<file path="src/rtl/boot_bus_pkg.sv">
// boot_bus_pkg
// Shared types and constants for the boot-control AHB-Lite master:
//   - state_e  : transaction FSM states
//   - htrans_e : AHB HTRANS encodings
//   - HBURST/HSIZE/HRESP constants
//   - beats()  : number of bus beats per request payload
package boot_bus_pkg;

    typedef enum logic [2:0] {
        ST_IDLE,
        ST_ADDR,
        ST_BURST,
        ST_LAST,
        ST_DONE
    } state_e;

    typedef enum logic [1:0] {
        HTRANS_IDLE   = 2'b00,
        HTRANS_BUSY   = 2'b01,
        HTRANS_NONSEQ = 2'b10,
        HTRANS_SEQ    = 2'b11
    } htrans_e;

    localparam logic [2:0] HBURST_INCR4 = 3'b011;
    localparam logic [2:0] HSIZE_WORD   = 3'b010;
    localparam logic       HRESP_OKAY   = 1'b0;
    localparam logic       HRESP_ERROR  = 1'b1;

    function automatic int beats(int payload_bits, int data_bits);
        return payload_bits / data_bits;
    endfunction

endpackage

</file>
<file path="src/rtl/boot_bus_master_if.sv">
// boot_bus_master_if
// AHB-Lite master/slave signal bundle.
//   master modport: drives HADDR/HTRANS/HWRITE/HSIZE/HBURST/HWDATA,
//                   samples HRDATA/HREADY/HRESP
//   slave  modport: the reverse
interface boot_bus_master_if #(
    parameter int AW = 32,
    parameter int DW = 32
);
    logic [AW-1:0] HADDR;
    logic [1:0]    HTRANS;
    logic          HWRITE;
    logic [2:0]    HSIZE;
    logic [2:0]    HBURST;
    logic [DW-1:0] HWDATA;
    logic [DW-1:0] HRDATA;
    logic          HREADY;
    logic          HRESP;

    modport master (
        output HADDR, HTRANS, HWRITE, HSIZE, HBURST, HWDATA,
        input  HRDATA, HREADY, HRESP
    );

    modport slave (
        input  HADDR, HTRANS, HWRITE, HSIZE, HBURST, HWDATA,
        output HRDATA, HREADY, HRESP
    );
endinterface

</file>
<file path="src/rtl/boot_bus_master.sv">
// boot_bus_master
// Turns one boot-control request (128-bit payload, read or write) into a
// single AHB-Lite INCR4 burst of 32-bit beats, then pulses done for one
// cycle with the assembled read payload and an error flag.
// Ports:
//   clk, rst_n               clock, async active-low reset
//   bootControl_bus_go       request strobe (only looked at in IDLE)
//   bootControl_bus_addr     byte base address, low 4 bits ignored
//   bootControl_bus_write    write payload, beat i = bits [32i+31:32i]
//   bootControl_bus_RW       1 = write, 0 = read
//   bootControl_bus_done     one-cycle completion pulse
//   bootControl_bus_rdData   assembled read payload (held until next go)
//   bootControl_bus_err      an ERROR response was seen (held until next go)
//   ahb                      AHB-Lite master port
module boot_bus_master
    import boot_bus_pkg::*;
#(
    parameter int pAHB_ADDR_WIDTH    = 32,
    parameter int pAHB_DATA_WIDTH    = 32,
    parameter int pPAYLOAD_SIZE_BITS = 128
) (
    input  logic                          clk,
    input  logic                          rst_n,
    input  logic                          bootControl_bus_go,
    input  logic [pAHB_ADDR_WIDTH-1:0]    bootControl_bus_addr,
    input  logic [pPAYLOAD_SIZE_BITS-1:0] bootControl_bus_write,
    input  logic                          bootControl_bus_RW,
    output logic                          bootControl_bus_done,
    output logic [pPAYLOAD_SIZE_BITS-1:0] bootControl_bus_rdData,
    output logic                          bootControl_bus_err,
    boot_bus_master_if.master             ahb
);

    localparam int AW    = pAHB_ADDR_WIDTH;
    localparam int DW    = pAHB_DATA_WIDTH;
    localparam int BEATS = beats(pPAYLOAD_SIZE_BITS, pAHB_DATA_WIDTH);
    localparam int BW    = (BEATS > 1) ? $clog2(BEATS) : 1;

    state_e                   state_q;
    logic [AW-1:0]            base_q;
    logic [AW-1:0]            haddr_q;
    htrans_e                  htrans_q;
    logic                     hwrite_q;
    logic [2:0]               hsize_q;
    logic [2:0]               hburst_q;
    logic [DW-1:0]            hwdata_q;
    logic [BEATS-1:0][DW-1:0] wdata_q;
    logic [BEATS-1:0][DW-1:0] rdata_q;
    // abeat_q: beat whose address phase is on the bus
    // dbeat_q: beat whose data phase is on the bus
    logic [BW-1:0]            abeat_q;
    logic [BW-1:0]            dbeat_q;
    logic                     rw_q;
    logic                     done_q;
    logic                     err_q;

    always_ff @(posedge clk or negedge rst_n) begin
        if (!rst_n) begin
            state_q  <= ST_IDLE;
            base_q   <= '0;
            haddr_q  <= '0;
            htrans_q <= HTRANS_IDLE;
            hwrite_q <= 1'b0;
            hsize_q  <= '0;
            hburst_q <= '0;
            hwdata_q <= '0;
            wdata_q  <= '0;
            rdata_q  <= '0;
            abeat_q  <= '0;
            dbeat_q  <= '0;
            rw_q     <= 1'b0;
            done_q   <= 1'b0;
            err_q    <= 1'b0;
        end else begin
            case (state_q)
                ST_IDLE: begin
                    done_q <= 1'b0;
                    if (bootControl_bus_go) begin
                        // 16-byte alignment keeps the burst inside one 1 KB page
                        base_q   <= bootControl_bus_addr & ~AW'(15);
                        haddr_q  <= bootControl_bus_addr & ~AW'(15);
                        htrans_q <= HTRANS_NONSEQ;
                        hwrite_q <= bootControl_bus_RW;
                        hsize_q  <= HSIZE_WORD;
                        hburst_q <= HBURST_INCR4;
                        rw_q     <= bootControl_bus_RW;
                        wdata_q  <= bootControl_bus_write;
                        rdata_q  <= '0;
                        err_q    <= 1'b0;
                        abeat_q  <= '0;
                        dbeat_q  <= '0;
                        state_q  <= ST_ADDR;
                    end
                end

                ST_ADDR: begin
                    // No data phase is in flight yet, so only HREADY matters
                    if (ahb.HREADY) begin
                        abeat_q  <= BW'(1);
                        dbeat_q  <= '0;
                        haddr_q  <= base_q + AW'(4);
                        htrans_q <= HTRANS_SEQ;
                        hwdata_q <= wdata_q[0];
                        state_q  <= ST_BURST;
                    end
                end

                ST_BURST: begin
                    if (ahb.HRESP == HRESP_ERROR) begin
                        if (ahb.HREADY) begin
                            err_q    <= 1'b1;
                            done_q   <= 1'b1;
                            htrans_q <= HTRANS_IDLE;
                            hwrite_q <= 1'b0;
                            hsize_q  <= '0;
                            hburst_q <= '0;
                            hwdata_q <= '0;
                            state_q  <= ST_DONE;
                        end else begin
                            // First cycle of ERROR: cancel the pending beat,
                            // then wait out the second cycle in LAST
                            htrans_q <= HTRANS_IDLE;
                            state_q  <= ST_LAST;
                        end
                    end else if (ahb.HREADY) begin
                        if (!rw_q) rdata_q[dbeat_q] <= ahb.HRDATA;
                        dbeat_q  <= abeat_q;
                        hwdata_q <= wdata_q[abeat_q];
                        if (abeat_q == BW'(BEATS - 1)) begin
                            htrans_q <= HTRANS_IDLE;
                            state_q  <= ST_LAST;
                        end else begin
                            abeat_q <= abeat_q + 1'b1;
                            haddr_q <= base_q + (AW'(abeat_q + 1'b1) << 2);
                        end
                    end
                end

                ST_LAST: begin
                    if (ahb.HREADY) begin
                        if (ahb.HRESP == HRESP_ERROR) err_q <= 1'b1;
                        else if (!rw_q) rdata_q[dbeat_q] <= ahb.HRDATA;
                        done_q   <= 1'b1;
                        hwrite_q <= 1'b0;
                        hsize_q  <= '0;
                        hburst_q <= '0;
                        hwdata_q <= '0;
                        state_q  <= ST_DONE;
                    end
                end

                ST_DONE: begin
                    // go is deliberately not sampled here
                    done_q  <= 1'b0;
                    state_q <= ST_IDLE;
                end

                default: state_q <= ST_IDLE;
            endcase
        end
    end

    assign ahb.HADDR  = haddr_q;
    assign ahb.HTRANS = htrans_q;
    assign ahb.HWRITE = hwrite_q;
    assign ahb.HSIZE  = hsize_q;
    assign ahb.HBURST = hburst_q;
    assign ahb.HWDATA = hwdata_q;

    assign bootControl_bus_done   = done_q;
    assign bootControl_bus_rdData = rdata_q;
    assign bootControl_bus_err    = err_q;

endmodule

</file>
<file path="src/flat_wrapper.sv">
// flat-port wrapper written by rule: the top's interface ports become plain ports
module boot_bus_master_flat import boot_bus_pkg::*;
#(
    parameter int pAHB_ADDR_WIDTH    = 32,
    parameter int pAHB_DATA_WIDTH    = 32,
    parameter int pPAYLOAD_SIZE_BITS = 128
)
  (clk, rst_n, bootControl_bus_go, bootControl_bus_addr, bootControl_bus_write, bootControl_bus_RW, bootControl_bus_done, bootControl_bus_rdData, bootControl_bus_err, ahb_HADDR, ahb_HTRANS, ahb_HWRITE, ahb_HSIZE, ahb_HBURST, ahb_HWDATA, ahb_HRDATA, ahb_HREADY, ahb_HRESP);
  boot_bus_master_if #(.AW(32), .DW(32)) ahb_i ();
  input  logic clk;
  input  logic rst_n;
  input  logic bootControl_bus_go;
  input  logic [pAHB_ADDR_WIDTH-1:0] bootControl_bus_addr;
  input  logic [pPAYLOAD_SIZE_BITS-1:0] bootControl_bus_write;
  input  logic bootControl_bus_RW;
  output logic bootControl_bus_done;
  output logic [pPAYLOAD_SIZE_BITS-1:0] bootControl_bus_rdData;
  output logic bootControl_bus_err;
  output wire logic [$bits(ahb_i.HADDR)-1:0] ahb_HADDR;
  output wire logic [$bits(ahb_i.HTRANS)-1:0] ahb_HTRANS;
  output wire logic [$bits(ahb_i.HWRITE)-1:0] ahb_HWRITE;
  output wire logic [$bits(ahb_i.HSIZE)-1:0] ahb_HSIZE;
  output wire logic [$bits(ahb_i.HBURST)-1:0] ahb_HBURST;
  output wire logic [$bits(ahb_i.HWDATA)-1:0] ahb_HWDATA;
  input wire logic [$bits(ahb_i.HRDATA)-1:0] ahb_HRDATA;
  input wire logic [$bits(ahb_i.HREADY)-1:0] ahb_HREADY;
  input wire logic [$bits(ahb_i.HRESP)-1:0] ahb_HRESP;
  assign ahb_HADDR = ahb_i.HADDR;
  assign ahb_HTRANS = ahb_i.HTRANS;
  assign ahb_HWRITE = ahb_i.HWRITE;
  assign ahb_HSIZE = ahb_i.HSIZE;
  assign ahb_HBURST = ahb_i.HBURST;
  assign ahb_HWDATA = ahb_i.HWDATA;
  assign ahb_i.HRDATA = ahb_HRDATA;
  assign ahb_i.HREADY = ahb_HREADY;
  assign ahb_i.HRESP = ahb_HRESP;
  boot_bus_master #(.pAHB_ADDR_WIDTH(pAHB_ADDR_WIDTH), .pAHB_DATA_WIDTH(pAHB_DATA_WIDTH), .pPAYLOAD_SIZE_BITS(pPAYLOAD_SIZE_BITS)) u_core (.clk(clk), .rst_n(rst_n), .bootControl_bus_go(bootControl_bus_go), .bootControl_bus_addr(bootControl_bus_addr), .bootControl_bus_write(bootControl_bus_write), .bootControl_bus_RW(bootControl_bus_RW), .bootControl_bus_done(bootControl_bus_done), .bootControl_bus_rdData(bootControl_bus_rdData), .bootControl_bus_err(bootControl_bus_err), .ahb(ahb_i));
endmodule
</file>
<file path="config.mk">
export PLATFORM = sky130hd
export DESIGN_NAME = boot_bus_master_flat
export DESIGN_NICKNAME = d
export VERILOG_FILES = /design/src/rtl/boot_bus_pkg.sv /design/src/rtl/boot_bus_master_if.sv /design/src/rtl/boot_bus_master.sv /design/src/flat_wrapper.sv
export SDC_FILE = /design/constraint.sdc
export NUM_CORES = 1
export LEC_CHECK = 0
export ABC_AREA = 1
export CAP_MARGIN = 20
export CORE_MARGIN = 2
export CORE_UTILIZATION = 30
export DETAILED_ROUTE_END_ITERATION = 10
export PLACE_DENSITY = 0.58
export SKIP_LAST_GASP = 1
export SLEW_MARGIN = 30
export SYNTH_ARGS = -nofsm -noshare
export SYNTH_HDL_FRONTEND = slang
export SYNTH_SLANG_ARGS = --single-unit
export TNS_END_PERCENT = 100
</file>
<file path="constraint.sdc">
create_clock -name clk -period 2 [get_ports clk]
set_input_delay 0.6 -clock clk [delete_from_list [all_inputs] [get_ports clk]]
set_output_delay 0.6 -clock clk [all_outputs]
set_load 0.02 [all_outputs]
</file>
# Yosys cells after proc, flatten, opt, wreduce, memory -nomap -nowiden
# Cells that the tools add are included.
[totals] latch_bits=0 romBits=0 n_memories=0 mem_bits_rw=0 out_inout_bits=203 wordCells=129 reg_bits=367 inputBits=198
[op_classes] n_addsub=4 eq_ne=16 n_reduce_logical=17 n_mux=68 multipliers=0 magnitude_cmp=3 shift=0 div_mod_pow=0 n_bitwise=0
[op_table] op="two-way mux 128 bit" n=6
[op_table] op="one-hot mux 128 bit (3 select lines)" n=1
[op_table] op="two-way mux 32 bit" n=11
[op_table] op="one-hot mux 32 bit (3 select lines)" n=2
[op_table] op="bitwise mux 128 bit" n=1
[op_table] op="binary-select mux 32 bit (select 2 bit)" n=1
[op_table] op="demux 32 bit (select 2 bit)" n=1
[op_table] op="two-way mux 3 bit" n=13
[op_table] op="adder 32 x 3 -> 32 bit (second input constant)" n=1
[op_table] op="adder 32 bit" n=1
[op_table] op="two-way mux 2 bit" n=13
[op_table] op="!= test 2 bit (second input constant)" n=9
[op_table] op="one-hot mux 2 bit (3 select lines)" n=3
[op_table] op="one-hot mux 3 bit (3 select lines)" n=2
[op_table] op="AND reduction 6 bit" n=3
[op_table] op="AND reduction 5 bit" n=3
[op_table] op="one-hot mux 3 bit (4 select lines)" n=1
[op_table] op="nonzero test 3 bit" n=4
[op_table] op="two-way mux 1 bit" n=10
[op_table] op="one-hot mux 1 bit (3 select lines)" n=3
[op_table] op="== test 3 x 2 -> 1 bit (second input constant)" n=2
[op_table] op="< comparator 2 x 3 -> 1 bit (second input constant)" n=2
[op_table] op="AND reduction 3 bit" n=2
[op_table] op="AND reduction 2 bit" n=2
[op_table] op="other kinds (11)" n=11

# Depth between registers and ports, before layout
[depth] depth_word=9 mapped_depth=12 mapped_depth_nobuf=11

# Least setup slack after synthesis
# No wires, ideal clock.
[synth_timing] path_kind="reg-to-reg" start="register u_core.abeat_q[0]" end="register u_core.haddr_q[19], in the netlist u_core.ahb.HADDR[19]" n_path_buf=0 t_required_ps=1883 synth_period_minus_slack_ps=1955 path_stages_with_launch=12 setup_time_ps=117 arrival_ps=1838 slack_ps=45 path_cell_list="dfrtp_1 ha_1 ha_1 inv_1 nor2_1 nand2_1 nor2_1 nand3_1 nand3_1 nand2_1 nand2_1 nand2_1"
[synth_via] elab_chain_cells=6
[synth_lines] element="from (decl)" line="boot_bus_master.sv:51" rtl="logic [BW-1:0] abeat_q;"
[synth_lines] element="from (signal assigned)" line="boot_bus_master.sv:133" rtl="abeat_q <= abeat_q + 1'b1;"
[synth_lines] element="adder 2 x 1 -> 3 bit" line="boot_bus_master.sv:134" rtl="haddr_q <= base_q + (AW'(abeat_q + 1'b1) << 2);"
[synth_lines] element="adder 32 bit" line="boot_bus_master.sv:134"
[synth_lines] element="two-way mux 32 bit" line="boot_bus_master.sv:129" rtl="if (abeat_q == BW'(BEATS - 1)) begin"
[synth_lines] element="two-way mux 32 bit" line="boot_bus_master.sv:125" rtl="end else if (ahb.HREADY) begin"
[synth_lines] element="two-way mux 32 bit" line="boot_bus_master.sv:109" rtl="if (ahb.HRESP == HRESP_ERROR) begin"
[synth_lines] element="one-hot mux 32 bit (3 select lines)" line="boot_bus_master.sv:75" rtl="case (state_q)"
[synth_lines] element="to (signal assigned)" line="boot_bus_master.sv:81" rtl="haddr_q <= bootControl_bus_addr & ~AW'(15);"
[synth_lines] element="to (signal assigned)" line="boot_bus_master.sv:101" rtl="haddr_q <= base_q + AW'(4);"
[synth_lines] element="to (signal assigned)" line="boot_bus_master.sv:134"
[synth_lines] element="to (decl)" line="boot_bus_master.sv:41" rtl="logic [AW-1:0] haddr_q;"
# Several ways; a longest one is shown, not always the timed one. The select of a mux whose other input is x is not followed.
# A chain may end at the register's enable or synchronous reset.

# Worst setup path after layout
[layout_timing] start="register u_core.rdata_q (netlist bit u_core.bootControl_bus_rdData[104])" end="output port bootControl_bus_rdData[104]"
[layout_lines] element="from (decl)" line="boot_bus_master.sv:48" rtl="logic [BEATS-1:0][DW-1:0] rdata_q;"
[layout_lines] element="from (signal, indexed assignment)" line="boot_bus_master.sv:126" rtl="if (!rw_q) rdata_q[dbeat_q] <= ahb.HRDATA;"
[layout_lines] element="from (signal, indexed assignment)" line="boot_bus_master.sv:142" rtl="else if (!rw_q) rdata_q[dbeat_q] <= ahb.HRDATA;"
[layout_lines] element="to (decl)" line="flat_wrapper.sv:17" rtl="output logic [pPAYLOAD_SIZE_BITS-1:0] bootControl_bus_rdData;"
# No word-level cell between the ends.

==> key figures <==
Final layout
  • Commonest non-fill, non-tap cells in the layout: nand2_1, dfrtp_1, nand3_1, clkdlybuf4s50_1, dlygate4sd2_1
  • Fillers: 5498
  • Ratio of cells with drive above 1 in the final layout: 7.26%
  • NumNets Final: 2750
  • Most common cell after layout, fill and taps aside: nand2_1
  • Synth-to-Final Area Change: 40.2%

Synth
  • Area share of the largest cell type after synthesis: 54.0%
  • Yosys cell types: 27
  • Synth area leader: dfrtp_1
  • Syn avg cell area: 7.70 um2
  • Area of the mapped netlist: 16600 um2
  • Synth top area cells: dfrtp_1, nand2_1, nand3_1
  • Sequential area share after synthesis: 54.0%
  • Cells after synthesis: 2155
  • Syn. warnings: 0
  • FF+latch count, synth: 358

Place
  • GP Congestion: 0.893
  • DP Worst Slack: -0.368 ns
  • Post-DP HPWL: 40.3 mm
  • Buffers on Ports: 391

Global routing
  • Vias in the first global route: 15944
  • Initial antenna violation count: 1
  • Wire length of the first global-routing pass: 90.9 mm
  • GRT Util Overall: 20.2%
  • Largest net degree at the start of global routing: 68
  • Grt ovf: 0

Setup path
  • CP max stage cell: dfrtp_1
  • Crit path depth: 1
  • Reg2Reg Depth: 10
  • Worst path cell trace: dlygate4sd2_1
  • Nature of the critical path startpoint: flip-flop
  • Slowest stage delay, CP: 0.41 ns
  • Reg2reg setup slack: 0.15 ns
  • Maximum fanout along the worst path: 2
  • Setup CP Type: flip-flop to output port
  • Worst path required time: 1.40 ns
  • Crit path capture type: output port
  • Crit-path leading delay family: flip-flops
  • WP buf/inv: 1
  • CP arrival: 1.34 ns

Power and ir drop
  • Clock power share: 23.5%
  • Switch Pwr: 14.5 mW
  • Power Dens Cells: 1500 nW/um2
  • Worst VDD drop: 0.708 mV
  • Sequential power share: 33.7%
  • Int Power: 20.3 mW
  • Leak: 11.7 nW
  • Sw Share: 41.6%
  • Gate power share: 42.8%

Floorplan
  • Top Ports: 401
  • Initial Utilization: 30.2%
  • Chip Height: 239 um
  • Core Box Area: 54900 um2
  • Rows: 86
  • Die area: 57200 um2
  • DIE WIDTH: 239 um

Drt
  • DRC: 0
  • DR WL/cell: 17.7 um
  • Routed vias: 16132
  • Pre-Repair DR Iteration Count: 5
  • Final ANT Viol Nets: 0
  • Routed vias/inst: 4.92
  • DR iter-0 viols: 1134
  • WL final: 58.1 mm

Hold path
  • Worst hold path class: flip-flop to flip-flop
  • Hold Path Stages: 2

STA
  • Final hold vios: 0
  • Max-slew violations: 0
  • Fin crit share: 97.2%
  • RSZ-0062 raised after global routing: true
  • Worst setup margin: 0.0567 ns
  • Worst slew pin tran: 0.560 ns
  • Slew headroom: 62.7%
  • Tmin final: 1.94 ns
  • Final TNS setup: 0 ns
  • Setup violators final: 0
  • Max frequency: 515 MHz
  • Clock skew: 0.0181 ns

Status
  • Status: completed

Clocking
  • Clk slew on worst S/H paths: 0.06 ns
  • CTS tree: built
  • H-Tree Depth: 2
  • Cts bufs inserted: 42
  • Clock Latency Late Sink: 0.57 ns
  • Clock sink count: 358
  • CTS max path bufs: 3
  • Root Driver: clkbuf_16

Flow run
  • # Max-Cap Violations: 0
-- timing repair --
item | in CTS | in global routing
buffers inserted | 0 | 0
endpoints found under the setup margin | 204 | 21
gates cloned | 0 | 0
hold buffers | 1 | 0
gates resized for setup | 209 | 14
pin swaps | 0 | 1
hold endpoints to repair | 26 | 0
-- state kept, by name (all words and copies together), names as in the netlist, 2 cells and up --
| name | flops |
|---|---|
| u_core.bootControl_bus_rdData | 128 |
| u_core.wdata_q | 128 |
| u_core.ahb.HWDATA | 32 |
| u_core.ahb.HADDR | 29 |
| u_core.base_q | 28 |
| u_core.state_q | 3 |
| u_core.ahb.HTRANS | 2 |
| u_core.dbeat_q | 2 |
-- layout make-up --
cell class | instances | area, um2 | area share (%)
timing repair buffer | 486 | 4820 | 20.7
tap | 704 | 881 | 3.79
antenna | 1 | 2.50 | 0.0108
sequential | 358 | 8960 | 38.6
clock buffer | 52 | 1160 | 4.98
multi-input combinational | 1568 | 6750 | 29.1
inverter | 93 | 358 | 1.54
clock inverter | 20 | 310 | 1.33
-- routing by layer --
layer | global-route usage, % | part of all wire (%)
met1 | 27.5 | 45
met2 | 32.7 | 46
met3 | 4.08 | 6.9
met4 | 5.80 | 2.4
met5 | 0 | 0
-- worst min-delay path, stage by stage (launching register included) --
cell	delay, ns
dfrtp_1	0.34
nand2_1	0.05
nand2_1	0.05
-- final timing paths --
| check | from | to |
|---|---|---|
| worst min-delay path | u_core.wdata_q[52]$_DFFE_PN0P_ | u_core.wdata_q[52]$_DFFE_PN0P_ |
| worst max register to register | u_core.abeat_q[0]$_DFFE_PN0P_ | u_core.ahb.HWDATA[9]$_DFFE_PN0P_ |
| min in group asynchronous | rst_n | u_core.base_q[30]$_DFFE_PN0P_ |
| max in group asynchronous | rst_n | u_core.wdata_q[38]$_DFFE_PN0P_ |
| worst min register to register | u_core.wdata_q[52]$_DFFE_PN0P_ | u_core.wdata_q[52]$_DFFE_PN0P_ |
| worst max-delay path | u_core.bootControl_bus_rdData[104]$_DFFE_PN0P_ | bootControl_bus_rdData[104] |
-- logic make-up after synthesis --
kind of cell | synth area share (%)
compound gates | 7.25
fa+ha+maj | 0.226
buf+inv | 5.64
flops | 54.0
other cells | 0.0226
simple gates | 32.8
-- power groups by stage --
stage,logic (mW),registers (mW),clock network [mW]
global placement,15.5,11.8,0
finish,14.9,11.7,8.19
floorplan,7.87,12.6,0
CTS,15.0,11.7,8.39
detailed placement,15.7,11.8,0
global route,16.7,12.1,8.68
-- synth_stat cells --
cell / n
nand2_1: 859
dfrtp_1: 358
nand3_1: 341
o21ai_0: 181
nor2_1: 127
clkbuf_1: 94
inv_1: 89
buf_2: 25
a21oi_1: 17
buf_1: 13
o22ai_1: 11
a21boi_0: 9
buf_4: 8
o21ai_1: 5
ha_1: 3
inv_2: 3
nor2_2: 2
a211oi_1: 1
a31oi_1: 1
clkinv_1: 1
conb_1: 1
nor3_1: 1
nor4_4: 1
o211ai_1: 1
o211ai_2: 1
o21a_1: 1
o221ai_1: 1
-- metrics by stage --
| stage | instances | hold slack [ns] | total power, mW | util (%) | cell area [um2] |
|---|---|---|---|---|---|
| 5_1_grt | 3281 | 0.485 | 37.4 | 42.4 | 23200 |
| 3_5_place_dp | 3208 | 0.458 | 27.5 | 40.1 | 22000 |
| 6_report | 3282 | 0.468 | 34.8 | 42.4 | 23200 |
| 3_3_place_gp | 3208 | 0.453 | 27.3 | 40.1 | 22000 |
| 2_1_floorplan | 2159 | 0.304 | 20.5 | - | 16600 |
| 4_1_cts | 3281 | 0.472 | 35.2 | 42.3 | 23200 |
Note: power is estimated with default switching activity, not from simulation.
